===== config.mk =====
export PLATFORM = sky130hd
export DESIGN_NAME = axil_cmd_master
export DESIGN_NICKNAME = d
export VERILOG_FILES = /design/src/rtl/axil_pkg.sv /design/src/rtl/axil_cmd_master.sv
export SDC_FILE = /design/constraint.sdc
export NUM_CORES = 1
export LEC_CHECK = 0
export ABC_CLOCK_PERIOD_IN_PS = 2000
export CORE_MARGIN = 10
export CORE_UTILIZATION = 41
export CTS_BUF_LIST = sky130_fd_sc_hd__clkbuf_4 sky130_fd_sc_hd__clkbuf_8
export DETAILED_ROUTE_END_ITERATION = 6
export HOLD_SLACK_MARGIN = 0.05
export PLACE_DENSITY_LB_ADDON = 0.25
export RECOVER_POWER = 50
export SLEW_MARGIN = 40
export SYNTH_ARGS = -nofsm -noshare
export SYNTH_HDL_FRONTEND = slang
export SYNTH_SLANG_ARGS = --single-unit
export TNS_END_PERCENT = 100

===== constraint.sdc =====
create_clock -name clk100 -period 2 [get_ports clk100]
set_input_delay 0.4 -clock clk100 [delete_from_list [all_inputs] [get_ports clk100]]
set_output_delay 0.4 -clock clk100 [all_outputs]
set_load 0.01 [all_outputs]

===== src/rtl/axil_pkg.sv =====
// Shared definitions for the AXI4-Lite command master.
//   - axil_state_e : FSM state encoding
//   - RESP_*       : AXI response codes
//   - AXIL_ADDRW / AXIL_DATAW : default bus widths
package axil_pkg;

  localparam int AXIL_ADDRW = 7;
  localparam int AXIL_DATAW = 32;

  localparam logic [1:0] RESP_OKAY   = 2'b00;
  localparam logic [1:0] RESP_EXOKAY = 2'b01;
  localparam logic [1:0] RESP_SLVERR = 2'b10;
  localparam logic [1:0] RESP_DECERR = 2'b11;

  typedef enum logic [2:0] {
    ST_IDLE,
    ST_WR,   // AW and W in flight
    ST_WB,   // waiting for B
    ST_RA,   // AR in flight
    ST_RD,   // waiting for R
    ST_RSP   // response held for the command side
  } axil_state_e;

endpackage


===== src/rtl/axil_cmd_master.sv =====
// axil_cmd_master: single-outstanding AXI4-Lite initiator driven by a
// valid/ready command port, answering on a valid/ready response port.
//
// Ports
//   clk100, rstn            clock, synchronous active-low reset
//   cmd_*                   command in (wr, addr, wdata, wstrb)
//   rsp_*                   response out (rdata, resp, timeout)
//   M_AXI_*                 AXI4-Lite master interface
//
// Build option
//   AXIL_MASTER_TIMEOUT_EN  when defined, any wait in WR/WB/RA/RD longer
//                           than TIMEOUT_CYC cycles abandons the bus
//                           transaction and answers SLVERR with
//                           rsp_timeout=1. Otherwise the block waits forever.
module axil_cmd_master
  import axil_pkg::*;
#(
  parameter int ADDRW       = AXIL_ADDRW,
  parameter int DATAW       = AXIL_DATAW,
  parameter int TIMEOUT_CYC = 1024
) (
  input  logic               clk100,
  input  logic               rstn,
  // command port
  input  logic               cmd_valid,
  output logic               cmd_ready,
  input  logic               cmd_wr,
  input  logic [ADDRW-1:0]   cmd_addr,
  input  logic [DATAW-1:0]   cmd_wdata,
  input  logic [DATAW/8-1:0] cmd_wstrb,
  // response port
  output logic               rsp_valid,
  input  logic               rsp_ready,
  output logic [DATAW-1:0]   rsp_rdata,
  output logic [1:0]         rsp_resp,
  output logic               rsp_timeout,
  // AXI4-Lite master
  output logic [ADDRW-1:0]   M_AXI_AWADDR,
  output logic [2:0]         M_AXI_AWPROT,
  output logic               M_AXI_AWVALID,
  input  logic               M_AXI_AWREADY,
  output logic [DATAW-1:0]   M_AXI_WDATA,
  output logic [DATAW/8-1:0] M_AXI_WSTRB,
  output logic               M_AXI_WVALID,
  input  logic               M_AXI_WREADY,
  input  logic [1:0]         M_AXI_BRESP,
  input  logic               M_AXI_BVALID,
  output logic               M_AXI_BREADY,
  output logic [ADDRW-1:0]   M_AXI_ARADDR,
  output logic [2:0]         M_AXI_ARPROT,
  output logic               M_AXI_ARVALID,
  input  logic               M_AXI_ARREADY,
  input  logic [DATAW-1:0]   M_AXI_RDATA,
  input  logic [1:0]         M_AXI_RRESP,
  input  logic               M_AXI_RVALID,
  output logic               M_AXI_RREADY
);

  axil_state_e        state_q, state_d;
  logic               cmd_ready_q, cmd_ready_d;
  logic               awvalid_q, awvalid_d;
  logic               wvalid_q, wvalid_d;
  logic               bready_q, bready_d;
  logic               arvalid_q, arvalid_d;
  logic               rready_q, rready_d;
  logic               aw_done_q, aw_done_d;
  logic               w_done_q, w_done_d;
  logic [ADDRW-1:0]   addr_q, addr_d;
  logic [DATAW-1:0]   wdata_q, wdata_d;
  logic [DATAW/8-1:0] wstrb_q, wstrb_d;
  logic               rsp_valid_q, rsp_valid_d;
  logic [DATAW-1:0]   rsp_rdata_q, rsp_rdata_d;
  logic [1:0]         rsp_resp_q, rsp_resp_d;

  logic aw_hs, w_hs;
  assign aw_hs = awvalid_q & M_AXI_AWREADY;
  assign w_hs  = wvalid_q  & M_AXI_WREADY;

`ifdef AXIL_MASTER_TIMEOUT_EN
  localparam int TMO_W = $clog2(TIMEOUT_CYC + 1);
  logic [TMO_W-1:0] tmo_cnt_q, tmo_cnt_d;
  logic             rsp_timeout_q, rsp_timeout_d;
  logic             waiting;
  assign waiting = (state_q == ST_WR) || (state_q == ST_WB) ||
                   (state_q == ST_RA) || (state_q == ST_RD);
`endif

  always_comb begin
    state_d     = state_q;
    cmd_ready_d = cmd_ready_q;
    awvalid_d   = awvalid_q;
    wvalid_d    = wvalid_q;
    bready_d    = bready_q;
    arvalid_d   = arvalid_q;
    rready_d    = rready_q;
    aw_done_d   = aw_done_q;
    w_done_d    = w_done_q;
    addr_d      = addr_q;
    wdata_d     = wdata_q;
    wstrb_d     = wstrb_q;
    rsp_valid_d = rsp_valid_q;
    rsp_rdata_d = rsp_rdata_q;
    rsp_resp_d  = rsp_resp_q;

    unique case (state_q)
      ST_IDLE: begin
        // cmd_ready is registered, so it is low for the first cycle after reset
        cmd_ready_d = 1'b1;
        if (cmd_valid && cmd_ready_q) begin
          cmd_ready_d = 1'b0;
          addr_d      = cmd_addr;
          wdata_d     = cmd_wdata;
          wstrb_d     = cmd_wstrb;
          aw_done_d   = 1'b0;
          w_done_d    = 1'b0;
          if (cmd_wr) begin
            awvalid_d = 1'b1;
            wvalid_d  = 1'b1;
            state_d   = ST_WR;
          end else begin
            arvalid_d = 1'b1;
            state_d   = ST_RA;
          end
        end
      end
      ST_WR: begin
        // AW and W complete independently; leave as soon as both are done,
        // counting a handshake happening on this very edge.
        if (aw_hs) begin
          awvalid_d = 1'b0;
          aw_done_d = 1'b1;
        end
        if (w_hs) begin
          wvalid_d = 1'b0;
          w_done_d = 1'b1;
        end
        if ((aw_done_q || aw_hs) && (w_done_q || w_hs)) begin
          bready_d = 1'b1;
          state_d  = ST_WB;
        end
      end
      ST_WB: begin
        if (M_AXI_BVALID) begin
          bready_d    = 1'b0;
          rsp_resp_d  = M_AXI_BRESP;
          rsp_rdata_d = '0;
          rsp_valid_d = 1'b1;
          state_d     = ST_RSP;
        end
      end
      ST_RA: begin
        if (M_AXI_ARREADY) begin
          arvalid_d = 1'b0;
          rready_d  = 1'b1;
          state_d   = ST_RD;
        end
      end
      ST_RD: begin
        if (M_AXI_RVALID) begin
          rready_d    = 1'b0;
          rsp_resp_d  = M_AXI_RRESP;
          rsp_rdata_d = M_AXI_RDATA;
          rsp_valid_d = 1'b1;
          state_d     = ST_RSP;
        end
      end
      ST_RSP: begin
        if (rsp_ready) begin
          rsp_valid_d = 1'b0;
          cmd_ready_d = 1'b1;
          state_d     = ST_IDLE;
        end
      end
      default: state_d = ST_IDLE;
    endcase

`ifdef AXIL_MASTER_TIMEOUT_EN
    tmo_cnt_d     = '0;
    rsp_timeout_d = rsp_timeout_q;
    if (state_q == ST_IDLE && cmd_valid && cmd_ready_q) rsp_timeout_d = 1'b0;
    if (waiting) begin
      // Fires on the edge where the count would reach TIMEOUT_CYC, so a
      // stuck valid is high for exactly TIMEOUT_CYC cycles.
      if (tmo_cnt_q == TMO_W'(TIMEOUT_CYC - 1)) begin
        awvalid_d     = 1'b0;
        wvalid_d      = 1'b0;
        bready_d      = 1'b0;
        arvalid_d     = 1'b0;
        rready_d      = 1'b0;
        rsp_timeout_d = 1'b1;
        rsp_resp_d    = RESP_SLVERR;
        rsp_rdata_d   = '0;
        rsp_valid_d   = 1'b1;
        state_d       = ST_RSP;
      end else if (state_d == state_q) begin
        tmo_cnt_d = tmo_cnt_q + 1'b1;
      end
    end
`endif
  end

  always_ff @(posedge clk100) begin
    if (!rstn) begin
      state_q     <= ST_IDLE;
      cmd_ready_q <= 1'b0;
      awvalid_q   <= 1'b0;
      wvalid_q    <= 1'b0;
      bready_q    <= 1'b0;
      arvalid_q   <= 1'b0;
      rready_q    <= 1'b0;
      aw_done_q   <= 1'b0;
      w_done_q    <= 1'b0;
      addr_q      <= '0;
      wdata_q     <= '0;
      wstrb_q     <= '0;
      rsp_valid_q <= 1'b0;
      rsp_rdata_q <= '0;
      rsp_resp_q  <= '0;
    end else begin
      state_q     <= state_d;
      cmd_ready_q <= cmd_ready_d;
      awvalid_q   <= awvalid_d;
      wvalid_q    <= wvalid_d;
      bready_q    <= bready_d;
      arvalid_q   <= arvalid_d;
      rready_q    <= rready_d;
      aw_done_q   <= aw_done_d;
      w_done_q    <= w_done_d;
      addr_q      <= addr_d;
      wdata_q     <= wdata_d;
      wstrb_q     <= wstrb_d;
      rsp_valid_q <= rsp_valid_d;
      rsp_rdata_q <= rsp_rdata_d;
      rsp_resp_q  <= rsp_resp_d;
    end
  end

`ifdef AXIL_MASTER_TIMEOUT_EN
  always_ff @(posedge clk100) begin
    if (!rstn) begin
      tmo_cnt_q     <= '0;
      rsp_timeout_q <= 1'b0;
    end else begin
      tmo_cnt_q     <= tmo_cnt_d;
      rsp_timeout_q <= rsp_timeout_d;
    end
  end
  assign rsp_timeout = rsp_timeout_q;
`else
  logic unused_tmo_cfg;
  assign unused_tmo_cfg = |TIMEOUT_CYC;
  assign rsp_timeout    = 1'b0;
`endif

  assign cmd_ready     = cmd_ready_q;
  assign rsp_valid     = rsp_valid_q;
  assign rsp_rdata     = rsp_rdata_q;
  assign rsp_resp      = rsp_resp_q;
  assign M_AXI_AWADDR  = addr_q;
  assign M_AXI_ARADDR  = addr_q;
  assign M_AXI_AWPROT  = 3'b000;
  assign M_AXI_ARPROT  = 3'b000;
  assign M_AXI_AWVALID = awvalid_q;
  assign M_AXI_WDATA   = wdata_q;
  assign M_AXI_WSTRB   = wstrb_q;
  assign M_AXI_WVALID  = wvalid_q;
  assign M_AXI_BREADY  = bready_q;
  assign M_AXI_ARVALID = arvalid_q;
  assign M_AXI_RREADY  = rready_q;

endmodule

-- Yosys cells after proc, flatten, opt, wreduce, memory -nomap -nowiden
Index checks and enable logic that the tools add are counted.
- register bits after elaboration: 89
- input bits: 89
- word-level logic and storage cells: 98
- equal/unequal tests: 15
- muxes and demuxes: 42
- bitwise gates (word level): 2
- reduce and logical (&&, ||, !) cells: 24
- operators by type and width (cell ; count):
    $mux W32 ; 2
    $pmux W32 S2 ; 1
    $ne A2 B2 Y1 const B ; 10
    $mux W1 ; 19
    $mux W3 ; 6
    $pmux W3 S6 ; 1
    $pmux W1 S2 ; 8
    $reduce_and A4 Y1 ; 4
    $reduce_and A3 Y1 ; 5
    $reduce_bool A2 Y1 ; 6
    $eq A3 B2 Y1 const B ; 2
    $eq A3 B3 Y1 const B ; 2
    $mux W2 ; 3
    $reduce_and A6 Y1 ; 1
    $pmux W2 S2 ; 1
    $reduce_and A2 Y1 ; 2
    $eq A3 B1 Y1 const B ; 1
    $logic_not A3 Y1 ; 1
    $pmux W1 S3 ; 1
    $reduce_bool A3 Y1 ; 1
    $and A1 B1 Y1 ; 2
    $logic_and A1 B1 Y1 ; 2
    $logic_or A1 B1 Y1 ; 2

-- Depth between registers and ports, before layout
Gate-level depths: netlist of run 1.
- depth after elaboration: 5
- gate-level depth with buffers: 7
- depth with buffers taken out: 4

-- Worst setup path after synthesis of run 1
Ideal clock, no wire load.
- path kind: reg2reg
- start point: reg state_q[1]
- end point: reg rsp_rdata_q[0] (netlist: rsp_rdata[0])
- library setup time: 0.117 ns
- arrival time: 1.485 ns
- path slack: 0.398 ns
- stages on the path, launching flop included: 8
- buffers on the path: 3
- clock period less this slack: 1.602 ns
- cells stage by stage: dfxtp_1 -> buf_4 -> nor3b_1 -> or4_4 -> buf_6 -> buf_6 -> a22oi_2 -> nor2b_1
- word-level cells in the longest chain between the ends: 3
- elaborated cells between the ends (all ways): 7
- RTL lines (element ; RTL line ; RTL):
    from (decl) ; axil_cmd_master.sv:59 ; axil_state_e state_q, state_d;
    from (signal assigned) ; axil_cmd_master.sv:220 ; state_q <= state_d;
    $eq A3 B3 Y1 / $eq A3 B2 Y1 (equally long branches) ; axil_cmd_master.sv:105 ; unique case (state_q)
    $ne A2 B2 Y1 (no line) / $reduce_bool A2 Y1 (equally long branches) ; - ;
    $reduce_and A3 Y1 (no line) ; - ;
    to (signal assigned) ; axil_cmd_master.sv:233 ; rsp_rdata_q <= rsp_rdata_d;
    to (decl) ; axil_cmd_master.sv:72 ; logic [DATAW-1:0] rsp_rdata_q, rsp_rdata_d;
Several ways; a longest one is shown, not always the timed one.
A chain may end at the register's enable or synchronous reset.

-- Worst setup path after layout of run 1
- start point: in M_AXI_RVALID
- end point: reg rsp_rdata_q[25] (netlist: rsp_rdata[25])
- word-level cells in the longest chain between the ends: 2
- RTL lines (element ; RTL line ; RTL):
    from (decl) ; axil_cmd_master.sv:55 ; input logic M_AXI_RVALID,
    $ne A2 B2 Y1 (no line) ; - ;
    $reduce_and A3 Y1 (no line) ; - ;
Every way passes these cells.

==> results.json, run 1 <==
{
  "max_cap_viol_count": 0,
  "finalSetupViolations": 0,
  "power.leakage_uw": 0.00214,
  "drt-pass1-iter-count": 4,
  "fin_ws_ns": 0.205,
  "finish.utilization_pct": 64.1,
  "holdPathStages": 2,
  "arrival_ns": 2.04,
  "slew_headroom_pct": 62.8,
  "grt_pass1_wl_um": 17200,
  "rsz0062_at_grt": "false",
  "hold_path_class": "in -> reg",
  "boundaryPins": 187,
  "synthCells": 394,
  "grt_pass1_vias": 3326,
  "fp.dieW_um": 115,
  "syn_area_um2": 3740,
  "coreArea_um2": 8810,
  "ctsResizeCount": 0,
  "hold_violations": 0,
  "clock.fmax_ghz": 0.557,
  "drive_above_1_share_pct": 7.07,
  "numCtsBuffers": 9,
  "final_common_cell": "clkdlybuf4s50_1",
  "clock_latency_ns": 0.36,
  "clock_skew_ns": 0.0110,
  "n_antenna_cell": 0,
  "place.detailed.hpwl_um": 8550,
  "place_ws_ns": -0.0308,
  "ys_types": 37,
  "path_class": "in -> reg",
  "syn2layout_area_growth_pct": 51.0,
  "drv_slew": 0,
  "synthAdderAreaFrac_pct": 0,
  "crit_path_start_kind": "input port",
  "final_cells": 674,
  "synth-simple-area-share_pct": 19.6,
  "gp_congestion": 0.724,
  "ys_seq_area_share_pct": 47.7,
  "vias_per_cell": 4.89,
  "drt_iter0_markers": 106,
  "cts_setup_buffers": 0,
  "power_density_nw_per_um2": 987,
  "initial_utilization_pct": 42.5,
  "synth-compound-area-share_pct": 22.9,
  "fin_crit_ns": 1.80,
  "muxShareOfSynthArea_pct": 1.94,
  "n_fill_cell": 766,
  "cp_max_fo": 26,
  "ctsHtreeMaxLevel": 3,
  "yosys_register_bits": 89,
  "postLayoutCellArea_um2": 5640,
  "worstPathRequired_ns": 2.25,
  "grt_overflow_total": 0,
  "die_h_um": 115,
  "clk_pin_slew_ns": 0.08,
  "crit_path_end_kind": "flop",
  "rows": 34,
  "tightest_slew_ns": 0.556,
  "synth_top_family_by_area": "compound AO/OA/AOI/OAI gates",
  "reg2regPathDepth": 5,
  "synth_xor_area_share_pct": 0.234,
  "cts_buffer_depth": 2,
  "avgSynthCellArea_um2": 9.49,
  "routedWlPerCell_um": 16.5,
  "track_usage_pct": 16.1,
  "status": "complete, no violations",
  "yosys_warnings": 0,
  "root_buffer": "clkbuf_8",
  "placed_cell_area_um2": 5590,
  "cts_tree": "yes",
  "layout_common_cells": "clkdlybuf4s50_1 (134), nand2_1 (92), dfxtp_1 (89)",
  "num_vias": 3295,
  "wl_um": 11100,
  "ant_nets": 0,
  "dp.cells": 658,
  "numPortBuffers": 179,
  "grt_start_max_net_pins": 43,
  "vdd_drop_max_mv": 0.432,
  "drc": 0,
  "finalNetCount": 650,
  "period_share_pct": 89.8,
  "die-area_um2": 13300,
  "clkSinkCount": 89,
  "antenna_found_initial": 0,
  "total_power_uw": 5570,
  "hold_buffers": 0
}
-- metrics by stage --
step	hold WS, ns	TNS, ns
5_1_grt	0.427	0
3_3_place_gp	0.448	0
2_1_floorplan	0.438	0
4_1_cts	0.422	0
6_report	0.437	0
3_5_place_dp	0.454	-0.112
-- cells in the mapped netlist --
cell / number / share of area (%)
nand2_1: 92 / 9.2
dfxtp_1: 89 / 48
a21boi_0: 44 / 8.8
nor2b_1: 35 / 5.9
a22oi_2: 29 / 9.7
buf_4: 16 / 3.2
clkbuf_1: 16 / 1.6
buf_2: 9 / 1.2
a21oi_1: 6 / 0.80
mux2i_1: 5 / 1.3
nor3b_1: 5 / 1.0
o21ai_0: 5 / 0.67
buf_6: 4 / 1.2
inv_1: 4 / 0.40
nand3_1: 4 / 0.54
a22oi_1: 3 / 0.60
nor2_1: 3 / 0.30
a31oi_1: 2 / 0.33
and3_1: 2 / 0.33
mux2_2: 2 / 0.60
nand3b_1: 2 / 0.40
nor4_1: 2 / 0.33
a211o_1: 1 / 0.23
a21bo_2: 1 / 0.27
a21o_1: 1 / 0.20
and2_1: 1 / 0.17
conb_1: 1 / 0.10
nor3_1: 1 / 0.13
nor3b_2: 1 / 0.33
nor4b_4: 1 / 0.64
o2111ai_1: 1 / 0.23
o211a_1: 1 / 0.27
o21bai_1: 1 / 0.20
o221a_2: 1 / 0.30
o31ai_1: 1 / 0.20
or4_4: 1 / 0.30
xnor2_1: 1 / 0.23
-- cell families after synthesis --
logic type / after synthesis
flip-flops: 89
other: 1
AND/OR/NAND/NOR: 150
buffers and inverters: 49
XOR/XNOR: 1
AO/OA/AOI/OAI: 97
multiplexers: 7
-- metal layers --
| layer | vias up | GRT usage (%) | wire length, um |
|---|---|---|---|
| met5 | - | 0 | 0 |
| met4 | 0 | 5.24 | 154 |
| met3 | 11 | 10.6 | 1610 |
| met2 | 130 | 25.7 | 4920 |
| met1 | 1518 | 16.9 | 4410 |
| li1 | 1636 | - | - |
-- state kept, by name, summed over array words and instances, names as in the netlist --
register and cells:
M_AXI_WDATA 32, rsp_rdata 32, M_AXI_ARADDR 7, M_AXI_WSTRB 4, state_q 3, rsp_resp 2, M_AXI_ARVALID 1, M_AXI_AWVALID 1
M_AXI_BREADY 1, M_AXI_RREADY 1, M_AXI_WVALID 1, aw_done_q 1, cmd_ready 1, rsp_valid 1, w_done_q 1
-- where the power goes --
| part | internal, uW | leakage [uW] | switching [uW] |
|---|---|---|---|
| combinational | 1020 | 0.00131 | 983 |
| sequential | 2030 | 0.000721 | 176 |
| clock | 730 | 0.000106 | 636 |
| total | 3780 | 0.00214 | 1800 |
-- layout make-up --
type / instances / area (um^2) / area share (%)
timing repair buffer: 195 / 1940 / 34.3
tap: 108 / 135 / 2.39
inverter: 4 / 15.0 / 0.266
multi-input combinational: 262 / 1560 / 27.6
clock buffer: 11 / 139 / 2.46
sequential: 89 / 1780 / 31.6
clock inverter: 5 / 80.1 / 1.42
-- worst max-delay path, cell delays in order --
cell and delay [ns]:
clkdlybuf4s50_1 0.47, nor3b_1 0.06, or4_1 0.54, clkbuf_4 0.30, a22oi_1 0.21, nor2b_1 0.07
-- final timing paths --
kind,slack (ns),to,from
worst min register to register,0.46,rsp_valid,rsp_valid
worst min-delay path,0.44,w_done_q,rstn
worst max register to register,0.21,rsp_rdata[25],state_q[1]
worst max-delay path,0.20,rsp_rdata[25],M_AXI_RVALID
No activity file was read; power rests on OpenSTA's default activity.
==> run 2: changes to the inputs <==
- SETUP_SLACK_MARGIN: unset -> 0.4
==> run 2 against run 1 <==
Total power is 6.1% higher. Clock skew is 0.0017 ns lower. Sequential power hardly changed. Combinational power is 15% higher. Global-route usage hardly changed. Worst hold slack worse by 0.0069 ns. Core utilization is 1.8 points higher. Die area stayed put. Highest routed layer unchanged. Setup slack better by 0.19 ns. Design area is 2.8% higher.
==> results.json, run 2 (same netlist as run 1, synthesis figures left out) <==
{
  "status": "complete, no violations",
  "die-area_um2": 13300,
  "drt_iter0_markers": 90,
  "grt_start_max_net_pins": 43,
  "num_vias": 3328,
  "path_class": "reg -> reg",
  "ff_latch_area_um2": 1790,
  "clkSinkCount": 89,
  "power.leakage_uw": 0.00250,
  "initial_utilization_pct": 42.5,
  "root_buffer": "clkbuf_8",
  "vdd_drop_max_mv": 0.439,
  "period_share_pct": 80.4,
  "power_density_nw_per_um2": 1020,
  "track_usage_pct": 16.1,
  "rows": 34,
  "fin_crit_ns": 1.61,
  "coreArea_um2": 8810,
  "drv_slew": 0,
  "postLayoutCellArea_um2": 5800,
  "rsz0062_at_grt": "true",
  "crit_path_start_kind": "flop",
  "arrival_ns": 1.88,
  "numPortBuffers": 179,
  "clock.fmax_ghz": 0.622,
  "placed_cell_area_um2": 5590,
  "place.detailed.hpwl_um": 8550,
  "multi_input_area_um2": 1730,
  "fp.dieW_um": 115,
  "vias_per_cell": 4.91,
  "drt-pass1-iter-count": 4,
  "final_cells": 678,
  "antenna_found_initial": 1,
  "n_fill_cell": 777,
  "boundaryPins": 187,
  "numCtsBuffers": 9,
  "cts_tree": "yes",
  "finalNetCount": 653,
  "total_power_uw": 5910,
  "max_cap_viol_count": 0,
  "hold_violations": 0,
  "place_ws_ns": -0.0308,
  "dp.cells": 658,
  "clock_skew_ns": 0.00937,
  "crit_path_end_kind": "flop",
  "worstPathRequired_ns": 2.28,
  "wl_um": 11500,
  "grt_overflow_total": 0,
  "fin_ws_ns": 0.392,
  "final_common_cell": "nand2_1",
  "gp_congestion": 0.724,
  "routedWlPerCell_um": 17.0,
  "grt_pass1_wl_um": 17200,
  "grt_pass1_vias": 3340,
  "clk_pin_slew_ns": 0.08,
  "clock_latency_ns": 0.36,
  "finalSetupViolations": 0,
  "layout_common_cells": "nand2_1 (92), dlygate4sd2_1 (91), dfxtp_1 (86), clkdlybuf4s50_1 (86), a21boi_0 (44)",
  "drive_above_1_share_pct": 14.1,
  "drc": 0,
  "die_h_um": 115,
  "cp_max_fo": 10,
  "cts_buffer_depth": 2,
  "cts_setup_buffers": 0,
  "ctsHtreeMaxLevel": 3,
  "syn2layout_area_growth_pct": 55.3,
  "hold_path_class": "in -> reg",
  "ant_nets": 0
}
-- run 2: changes by cell type in the layout (fill, tap and decap cells not counted), moves of 2 or more --
cell and delta:
a22oi_2 +28, clkdlybuf4s50_1 -48, dlygate4sd2_1 +91, clkbuf_16 +2, nor3b_1 -2, dlygate4sd3_1 -44
nor3b_2 +2, dfxtp_1 -3, a22oi_1 -28, buf_6 +2, dfxtp_2 +2
-- run 2: area by class of cell --
cell class | instances | share of cell area [%]
repair buffers | 198 | 33.0
inverters | 4 | 0.259
diodes | 1 | 0.0431
clock inverters | 5 | 1.38
well taps | 108 | 2.33
clock buffers | 11 | 2.39
multi-input cells | 262 | 29.7
flip-flops and latches | 89 | 30.8
-- run 2: power breakdown --
| group | internal, uW | switching (uW) | leakage (uW) |
|---|---|---|---|
| combinational | 1160 | 1140 | 0.00167 |
| sequential | 2040 | 192 | 0.000723 |
| clock | 730 | 643 | 0.000106 |
-- run 2: stage by stage --
stage / TNS, ns / util, % / hold WS (ns)
floorplan: 0 / - / 0.438
CTS: 0 / 64.9 / 0.422
detailed placement: -0.112 / 63.5 / 0.454
global route: 0 / 65.9 / 0.426
finish: 0 / 65.9 / 0.430
global placement: 0 / 63.5 / 0.448
-- run 2: per-layer routing --
layer	GRT usage (%)	share of wire (%)	vias up
li1	-	-	1644
met1	17.2	40	1542
met2	25.7	45	130
met3	10.2	13	12
met4	5.32	1.4	0
met5	0	0	-
-- run 2: path summary, 6_finish.rpt --
path / from / end / slack, ns / cells past startpoint
worst min register to register: rsp_valid / rsp_valid / 0.46 / 2
worst max-delay path: state_q[1] / state_q[2] / 0.39 / 5
worst max register to register: state_q[1] / state_q[2] / 0.39 / 5
worst min-delay path: rstn / w_done_q / 0.43 / 2
-- run 2: worst max-delay path: stages (launching register included) --
cell,delay [ns]
dfxtp_4,0.38
buf_4,0.18
nor3b_1,0.39
o21ai_0,0.20
o2111ai_2,0.15
mux2i_1,0.23
-- run 2: timing repair --
item                                    CTS  global route
resized for setup                        98            10
endpoints found under the setup margin  161            53
hold buffers                              0             0
pin swaps                                 0             2
cloned                                    0             3
